**src/rtl/rot_shift_sequencer_if.sv**
```systemverilog
// Request/response bundle for rot_shift_sequencer: start/op/operand/amount in,
// busy/done/result out.
interface rot_shift_sequencer_if #(
    parameter int WIDTH = 32,
    parameter int AMT_W = 5
);
    logic             start;
    logic [2:0]       op;
    logic [WIDTH-1:0] operand;
    logic [AMT_W-1:0] amount;
    logic             busy;
    logic             done;
    logic [WIDTH-1:0] result;

    modport master (
        output start, op, operand, amount,
        input  busy, done, result
    );

    modport slave (
        input  start, op, operand, amount,
        output busy, done, result
    );
endinterface

```
**src/rtl/rot_shift_sequencer.sv**
```systemverilog
// Multi-cycle rotate/shift sequencer stepping a narrow datapath once per cycle.
// Optional macro ROT_SHIFT_FAST_STEP_EN adds a 4-bit step while cnt >= 4.
module rot_shift_sequencer #(
    parameter int WIDTH = 32,
    parameter int AMT_W = 5
) (
    input  logic                 clk,
    input  logic                 reset,
    rot_shift_sequencer_if.slave bus
);
    localparam logic [2:0] OP_ROL  = 3'b000;
    localparam logic [2:0] OP_ROR  = 3'b001;
    localparam logic [2:0] OP_SHL  = 3'b010;
    localparam logic [2:0] OP_SHR  = 3'b011;
    localparam logic [2:0] OP_SHRA = 3'b100;

    localparam logic [AMT_W-1:0] CNT_ZERO = '0;
    localparam logic [AMT_W-1:0] CNT_ONE  = AMT_W'(1);

    typedef enum logic [1:0] {
        S_IDLE,
        S_RUN,
        S_DONE
    } state_t;

    state_t           state_reg;
    logic [WIDTH-1:0] work_reg;
    logic [WIDTH-1:0] result_reg;
    logic [AMT_W-1:0] cnt_reg;
    logic [2:0]       opr_reg;
    logic             busy_reg;
    logic             done_reg;

    logic [WIDTH-1:0] step1_next;
    logic [WIDTH-1:0] work_next;
    logic [AMT_W-1:0] cnt_next;
    logic             start_passthru;

    genvar gi;

    // One-bit step, built per output bit. Shift sources coincide with the
    // rotate sources except at the vacated end, where fill bits are forced.
    generate
        for (gi = 0; gi < WIDTH; gi++) begin : g_step1
            localparam int ROL_SRC = (gi + WIDTH - 1) % WIDTH;
            localparam int ROR_SRC = (gi + 1) % WIDTH;
            localparam bit AT_LSB  = (gi == 0);
            localparam bit AT_MSB  = (gi == WIDTH - 1);
            logic bit_next;
            always_comb begin
                bit_next = work_reg[gi];
                case (opr_reg)
                    OP_ROL:  bit_next = work_reg[ROL_SRC];
                    OP_ROR:  bit_next = work_reg[ROR_SRC];
                    OP_SHL:  bit_next = AT_LSB ? 1'b0 : work_reg[ROL_SRC];
                    OP_SHR:  bit_next = AT_MSB ? 1'b0 : work_reg[ROR_SRC];
                    OP_SHRA: bit_next = AT_MSB ? work_reg[WIDTH-1] : work_reg[ROR_SRC];
                    default: ;
                endcase
            end
            assign step1_next[gi] = bit_next;
        end
    endgenerate

`ifdef ROT_SHIFT_FAST_STEP_EN
    localparam logic [AMT_W-1:0] CNT_FOUR = AMT_W'(4);

    logic [WIDTH-1:0] step4_next;
    logic             use_wide;

    // Four-bit step with the same op; the low/high four bits take the fill.
    generate
        for (gi = 0; gi < WIDTH; gi++) begin : g_step4
            localparam int ROL_SRC = (gi + WIDTH - 4) % WIDTH;
            localparam int ROR_SRC = (gi + 4) % WIDTH;
            localparam bit LO_FILL = (gi < 4);
            localparam bit HI_FILL = (gi + 4 >= WIDTH);
            logic bit_next;
            always_comb begin
                bit_next = work_reg[gi];
                case (opr_reg)
                    OP_ROL:  bit_next = work_reg[ROL_SRC];
                    OP_ROR:  bit_next = work_reg[ROR_SRC];
                    OP_SHL:  bit_next = LO_FILL ? 1'b0 : work_reg[ROL_SRC];
                    OP_SHR:  bit_next = HI_FILL ? 1'b0 : work_reg[ROR_SRC];
                    OP_SHRA: bit_next = HI_FILL ? work_reg[WIDTH-1] : work_reg[ROR_SRC];
                    default: ;
                endcase
            end
            assign step4_next[gi] = bit_next;
        end
    endgenerate

    assign use_wide  = (cnt_reg >= CNT_FOUR);
    assign work_next = use_wide ? step4_next : step1_next;
    assign cnt_next  = cnt_reg - (use_wide ? CNT_FOUR : CNT_ONE);
`else
    assign work_next = step1_next;
    assign cnt_next  = cnt_reg - CNT_ONE;
`endif

    // Zero amount or a reserved op skips RUN and passes the operand through.
    assign start_passthru = (bus.amount == CNT_ZERO) || (bus.op > OP_SHRA);

    always_ff @(posedge clk) begin
        if (reset) begin
            state_reg  <= S_IDLE;
            work_reg   <= '0;
            result_reg <= '0;
            cnt_reg    <= '0;
            opr_reg    <= '0;
            busy_reg   <= 1'b0;
            done_reg   <= 1'b0;
        end else begin
            done_reg <= 1'b0;
            case (state_reg)
                S_IDLE: begin
                    if (bus.start) begin
                        work_reg  <= bus.operand;
                        cnt_reg   <= bus.amount;
                        opr_reg   <= bus.op;
                        busy_reg  <= 1'b1;
                        state_reg <= start_passthru ? S_DONE : S_RUN;
                    end
                end
                S_RUN: begin
                    work_reg <= work_next;
                    cnt_reg  <= cnt_next;
                    if (cnt_next == CNT_ZERO) begin
                        state_reg <= S_DONE;
                    end
                end
                S_DONE: begin
                    // done and result land together as the unit returns to IDLE,
                    // so a start seen alongside done is accepted immediately.
                    done_reg   <= 1'b1;
                    result_reg <= work_reg;
                    busy_reg   <= 1'b0;
                    state_reg  <= S_IDLE;
                end
                default: begin
                    state_reg <= S_IDLE;
                    busy_reg  <= 1'b0;
                end
            endcase
        end
    end

    assign bus.busy   = busy_reg;
    assign bus.done   = done_reg;
    assign bus.result = result_reg;
endmodule

```
**src/flat_wrapper.sv**
```systemverilog
// flat-port wrapper written by rule: the top's interface ports become plain ports
module rot_shift_sequencer_flat 
#(
    parameter int WIDTH = 32,
    parameter int AMT_W = 5
)
  (clk, reset, bus_start, bus_op, bus_operand, bus_amount, bus_busy, bus_done, bus_result);
  rot_shift_sequencer_if #(.WIDTH(WIDTH), .AMT_W(AMT_W)) bus_i ();
  input  logic clk;
  input  logic reset;
  input wire logic [$bits(bus_i.start)-1:0] bus_start;
  input wire logic [$bits(bus_i.op)-1:0] bus_op;
  input wire logic [$bits(bus_i.operand)-1:0] bus_operand;
  input wire logic [$bits(bus_i.amount)-1:0] bus_amount;
  output wire logic [$bits(bus_i.busy)-1:0] bus_busy;
  output wire logic [$bits(bus_i.done)-1:0] bus_done;
  output wire logic [$bits(bus_i.result)-1:0] bus_result;
  assign bus_i.start = bus_start;
  assign bus_i.op = bus_op;
  assign bus_i.operand = bus_operand;
  assign bus_i.amount = bus_amount;
  assign bus_busy = bus_i.busy;
  assign bus_done = bus_i.done;
  assign bus_result = bus_i.result;
  rot_shift_sequencer #(.WIDTH(WIDTH), .AMT_W(AMT_W)) u_core (.clk(clk), .reset(reset), .bus(bus_i));
endmodule
```
**config.mk**
```make
export PLATFORM = sky130hd
export DESIGN_NAME = rot_shift_sequencer_flat
export DESIGN_NICKNAME = d
export VERILOG_FILES = /design/src/rtl/rot_shift_sequencer_if.sv /design/src/rtl/rot_shift_sequencer.sv /design/src/flat_wrapper.sv
export SDC_FILE = /design/constraint.sdc
export NUM_CORES = 1
export LEC_CHECK = 0
export ABC_CLOCK_PERIOD_IN_PS = 1550
export CAP_MARGIN = 15
export CORE_ASPECT_RATIO = 1.25
export CORE_MARGIN = 4
export CORE_UTILIZATION = 46
export DETAILED_ROUTE_END_ITERATION = 10
export DONT_BUFFER_PORTS = 1
export PLACE_DENSITY_LB_ADDON = 0.12
export SLEW_MARGIN = 20
export SYNTH_ARGS = -nofsm -noshare
export SYNTH_HDL_FRONTEND = slang
export SYNTH_SLANG_ARGS = --single-unit
export TNS_END_PERCENT = 10
```
**constraint.sdc**
```tcl
create_clock -name clk -period 1.55 [get_ports clk]
set_input_delay 0.31 -clock clk [delete_from_list [all_inputs] [get_ports clk]]
set_output_delay 0.31 -clock clk [all_outputs]
set_load 0.05 [all_outputs]
```
==> impl_metrics.yaml, run 1 <==
detailed_routing:
  postRouteAntennaNets: 0
  first_iter_violations: 224
  drt-pass1-iter-count: 4
  viasPerCell: 5.932
  vias: 3399
  totalWireLength_um: 9557
  wl_per_cell_um: 16.68
  drc: 0
synth:
  ys.flop_type: "dfxtp_1"
  synth_cells: 480
  async_flop_share_pct: 0
  synth_top_cell_by_area: "dfxtp_1"
  synth_area_um2: 3669
  synthTopCellsByCount: "104 x nand2_1, 76 x dfxtp_1, 68 x a21oi_1"
  yosysSeqAreaShare_pct: 41.47
  synth_edf_count: 0
  synth_fp_nets: 525
  yosysMostFrequentCell: "nand2_1"
  synth_seq_cells: 76
  ys_types: 43
  yosysWarningCount: 0
  postSynthAreaPerCell_um2: 7.643
  synth_area_leaders: "dfxtp_1 41%, nand2_1 11%, a21oi_1 9.3%, a311o_1 8.2%, o21ai_0 4.6%"
  synthDominantCellAreaShare_pct: 41.47
clock_network:
  cts-root-buf: "clkbuf_8"
  cts_made_buffers: 9
  clockBufferDepth: 2
  worst_skew_pair.late_latency_ns: 0.35
  clkSlewWorstSetupHoldPaths_ns: 0.07
  cts_sinks: 76
  cts_tree: "yes"
  cts_max_level: 3
global_routing:
  antenna_found_initial: 0
  gr-total-overflow: 0
  grt_pass1_vias: 3335
  grt_max_degree: 77
  grtUsageTotal_pct: 21.02
  grt_pass1_wl_um: 15820
timing:
  setup_tns_ns: 0
  setup_viol: 0
  skew_ns: 0.005587
  finalHoldViolCount: 0
  rsz0062_at_grt: "false"
  hold_ws_ns: 0.02736
  slew_violations: 0
  min_period_ns: 1.490
  setup_slack_ns: 0.05961
  period_share_pct: 96.15
  worstMarginPinSlew_ns: 0.5290
  relSlewSlack_pct: 64.68
  fmax_mhz: 671.0
place:
  dpl_cell_area_um2: 3816
  place_ws_ns: -0.05170
  dp.final_hpwl_um: 6125
  gp_congestion: 0.8525
  numPortBuffers: 0
  dp_cells: 555
layout:
  num-fill-cells: 797
  syn_to_final_growth_pct: 10.03
  utilization_pct: 51.80
  regArea_um2: 1530
  fin_nets: 518
  drive_gt1_share_pct: 10.88
  final_cells: 573
  multiInputGateArea_um2: 1934
  antenna_cells: 0
  final_cell_area_um2: 4036
floorplanning:
  core_um2: 7792
  pin_count: 77
  placementRows: 36
  start_util_pct: 47.08
  die_h_um: 107.8
  fp.dieW_um: 87.88
  dieArea_um2: 9477
hold_path:
  min_path_type: "in -> reg"
  min_delay_path_depth: 1
power:
  power_density_nw_per_um2: 1155
  design_power_total_mw: 4.661
  power_switching_mw: 1.486
  power_switching_share_pct: 31.87
  power.internal_mw: 3.176
  power_frac_seq_pct: 51.1
  pwr-share-clk_pct: 28.4
  peakVddDrop_uv: 542.0
  p_leak_nw: 1.351
  comb_power_share_pct: 20.5
setup_path:
  critPathRequiredTime_ns: 1.79
  slowest_stage: "or3b_2"
  worstSetupPathType: "reg -> reg"
  worstSetupEndpointType: "register"
  worstSetupStartpointType: "register"
  ff2ff_path_depth: 4
  path_cells: "or3b_2, nand3_1, a311o_1, a21oi_1"
  path_max_fanout: 10
  crit_arrival_ns: 1.73
  critPathMaxStageDelay_ns: 0.61
run:
  max-cap-violations: 0
status:
  status: "complete, no violations"
==> layout make-up <==
class / count / share of cell area (%)
clock buffer: 14 / 3.782
clock inverter: 2 / 0.2480
inverter: 7 / 0.6510
multi-input combinational: 356 / 47.92
sequential: 76 / 37.91
tap: 95 / 2.945
timing repair buffer: 23 / 6.541
==> cell usage in the layout, fill, tap and decap left out, types with 4 or more instances in the layout <==
master	instances
a211oi_1	4
a21oi_1	68
a311o_1	30
buf_12	7
buf_4	15
clkbuf_1	4
clkbuf_8	10
dfxtp_1	71
dfxtp_2	4
inv_1	7
mux2i_1	4
nand2_1	104
nand3_1	29
nor2_1	43
nor3_1	4
o21ai_0	33
==> final timing paths <==
kind | from | end | slack [ns]
hold / removal | reset | u_core.state_reg[0] | 0.03
hold reg to reg | u_core.cnt_reg[4] | u_core.cnt_reg[4] | 0.47
setup / recovery | u_core.opr_reg[0] | u_core.work_reg[19] | 0.06
setup reg to reg | u_core.opr_reg[0] | u_core.work_reg[19] | 0.06
==> worst max-delay path: cells and delay by family (launching register included) <==
kind,cells,cell delay [ns]
AOI/OAI and AO/OA,2,0.24
DFF,1,0.40
and+or+nand+nor,2,0.75
==> cell families after synthesis <==
family,count (synthesis),synth area share [%]
fa+ha+maj,2,0.6820
flops,76,41.47
simple gates,195,22.61
mux,4,1.091
buf+inv,50,7.128
compound gates,151,26.54
xor+xnor,2,0.4776
==> metal layers <==
| layer | wire (um) | track usage, % | part of all wire [%] | vias up |
|---|---|---|---|---|
| li1 | - | - | - | 1673 |
| met1 | 4239 | 26.67 | 44 | 1613 |
| met2 | 4519 | 33.67 | 47 | 101 |
| met5 | 0 | 0 | 0 | - |
| met3 | 633 | 5.436 | 6.6 | 12 |
| met4 | 164 | 8.333 | 1.7 | 0 |
==> power groups by stage <==
stage	Sequential (mW)	Combinational, mW	Clock [mW]
3_5_place_dp	2.42	0.937	0
2_1_floorplan	2.36	0.742	0
4_1_cts	2.37	0.945	1.37
6_report	2.38	0.956	1.32
5_1_grt	2.41	1.07	1.46
3_3_place_gp	2.41	0.923	0
==> what timing repair did <==
| action | 4_1_cts | 5_1_grt |
|---|---|---|
| gates cloned | 1 | 1 |
| buffers inserted | 0 | 0 |
| pin swaps | 1 | 1 |
| resized for setup | 1 | 12 |
| endpoints found under the setup margin | 29 | 33 |
| hold buffers | 0 | 0 |
(Power assumes the default switching activity.)
==> run 2: changes to the inputs <==
--- a/config.mk
+++ b/config.mk
@@ -5,7 +5,7 @@
 export SDC_FILE = /design/constraint.sdc
 export NUM_CORES = 1
 export LEC_CHECK = 0
-export ABC_CLOCK_PERIOD_IN_PS = 1550
+export ABC_CLOCK_PERIOD_IN_PS = 1500
 export CAP_MARGIN = 15
 export CORE_ASPECT_RATIO = 1.25
 export CORE_MARGIN = 4
==> constraint.sdc (replaced) <==
create_clock -name clk -period 1.5 [get_ports clk]
set_input_delay 0.3 -clock clk [delete_from_list [all_inputs] [get_ports clk]]
set_output_delay 0.3 -clock clk [all_outputs]
set_load 0.05 [all_outputs]
==> run 2 against run 1 <==
Net effect: worst setup slack worse by 0.012 ns; clock skew increased by 0.0044 ns; core utilization up 1.3 points; the flow now finishes with violations (negative hold slack); sequential share of layout area shrank 0.90 points; critical path depth grew 1; cell area increased by 2.5%; critical path type unchanged; fmax up 2.6%; sequential power up 3%.
==> impl_metrics.yaml, run 2 (same netlist as run 1, synthesis figures left out) <==
status:
  status: "finished, violations left"
  violations: "negative hold slack"
timing:
  rsz0062_at_grt: "true"
  slew_violations: 0
  fmax_mhz: 688.3
  hold_ws_ns: -0.01280
  period_share_pct: 96.86
  finalHoldViolCount: 20
  relSlewSlack_pct: 65.14
  worstMarginPinSlew_ns: 0.5221
  skew_ns: 0.009946
  min_period_ns: 1.453
  setup_viol: 0
  setup_slack_ns: 0.04712
power:
  power_density_nw_per_um2: 1194
  p_leak_nw: 1.402
  peakVddDrop_uv: 470.6
clock_network:
  cts_max_level: 3
  worst_skew_pair.late_latency_ns: 0.36
  cts-root-buf: "clkbuf_8"
  clkSlewWorstSetupHoldPaths_ns: 0.08
  cts_tree: "yes"
  cts_sinks: 76
  cts_made_buffers: 9
  clockBufferDepth: 2
setup_path:
  worstSetupEndpointType: "register"
  reg2reg_slack_ns: 0.05
  crit_arrival_ns: 1.75
  path_max_fanout: 14
  worstSetupStartpointType: "register"
  critPathRequiredTime_ns: 1.79
  worstSetupPathType: "reg -> reg"
detailed_routing:
  drc: 0
  drt-pass1-iter-count: 5
  first_iter_violations: 187
  postRouteAntennaNets: 0
  totalWireLength_um: 9247
  vias: 3379
  wl_per_cell_um: 15.94
  viasPerCell: 5.826
global_routing:
  grtUsageTotal_pct: 19.83
  grt_pass1_wl_um: 15010
  grt_max_degree: 77
  antenna_found_initial: 0
  gr-total-overflow: 0
  grt_pass1_vias: 3249
layout:
  drive_gt1_share_pct: 13.81
  syn_to_final_growth_pct: 12.79
  antenna_cells: 0
  fin_nets: 525
  final_cell_mix: "104 x nand2_1, 72 x dfxtp_1, 62 x a21oi_1"
  final_cells: 580
  final_common_cell: "nand2_1"
floorplanning:
  dieArea_um2: 9477
  fp.dieW_um: 87.88
  pin_count: 77
  die_h_um: 107.8
  core_um2: 7792
  placementRows: 36
  start_util_pct: 47.08
place:
  numPortBuffers: 0
  dp_cells: 559
  place_ws_ns: 0.03476
  gp_congestion: 0.8455
  dp.final_hpwl_um: 6095
run:
  max-cap-violations: 0
hold_path:
  min_path_type: "in -> reg"
## run 2: cell count changes in the layout (fill, tap and decap cells not counted), sizes merged
cell      before  now
buf           23   32
clkbuf        14   10
clkinv         2    3
clkinvlp       0    1
inv            7    9
or3b           3    1
## run 2: final timing paths
check,from,end,cells past startpoint
worst max-delay path,u_core.opr_reg[0],u_core.work_reg[7],5
worst max register to register,u_core.opr_reg[0],u_core.work_reg[7],5
worst min register to register,u_core.bus.result[6],u_core.bus.result[6],2
worst min-delay path,reset,u_core.work_reg[28],1
## run 2: report_power, final
part           total (mW)  leakage (nW)  switching, mW  internal [mW]
sequential           2.44         0.624          0.260           2.18
combinational        1.03         0.686          0.551          0.483
clock                1.47        0.0933          0.806          0.659
## run 2: timing repair
action | CTS | global route
buffers inserted | 0 | 3
hold endpoints to repair | 63 | 69
resized for setup | 0 | 24
setup endpoints to repair | 0 | 31
## run 2: layer usage
metal / vias up / GRT usage (%) / share of wire, %
met2: 87 / 32.17 / 48
met5: - / 0 / 0
met1: 1593 / 24.16 / 44
met4: 0 / 8.004 / 1.8
met3: 15 / 6.049 / 6.6
li1: 1684 / - / -
## run 2: layout make-up
class	count	area (um2)
Timing Repair Buffer	32	346.6
Multi-Input combinational cell	354	1929
Sequential cell	76	1531
Clock buffer	10	137.6
Inverter	7	26.28
Clock inverter	6	47.55
Tap cell	95	118.9
Fill cell	778	3655
## run 2: critical path: stages (launching register included)
cell      delay (ns)
dfxtp_4         0.38
nor2_2          0.24
o21bai_4        0.14
buf_4           0.20
a311o_1         0.28
a21oi_1         0.13
## run 2: metrics by stage
step	power, mW	instance area (um2)	hold WS (ns)	utilization (%)	TNS, ns
floorplan	3.210	3674	0.4405	-	0
global placement	3.457	3847	0.3762	49.37	0
detailed placement	3.471	3847	0.3770	49.37	0
CTS	4.940	4033	-0.01144	51.75	0
global route	5.240	4138	-0.02738	53.10	-0.08721
finish	4.940	4138	-0.01280	53.10	0
==> run 3: changes to the inputs <==
--- a/config.mk
+++ b/config.mk
@@ -10,8 +10,10 @@
 export CORE_ASPECT_RATIO = 1.25
 export CORE_MARGIN = 4
 export CORE_UTILIZATION = 46
+export CTS_CLUSTER_SIZE = 16
 export DETAILED_ROUTE_END_ITERATION = 10
 export DONT_BUFFER_PORTS = 1
+export GPL_ROUTABILITY_DRIVEN = 0
 export PLACE_DENSITY_LB_ADDON = 0.12
 export SLEW_MARGIN = 20
 export SYNTH_ARGS = -nofsm -noshare
==> results of run 3 <==
Same layout as run 2: the final DEF is identical, and so are final timing and power.
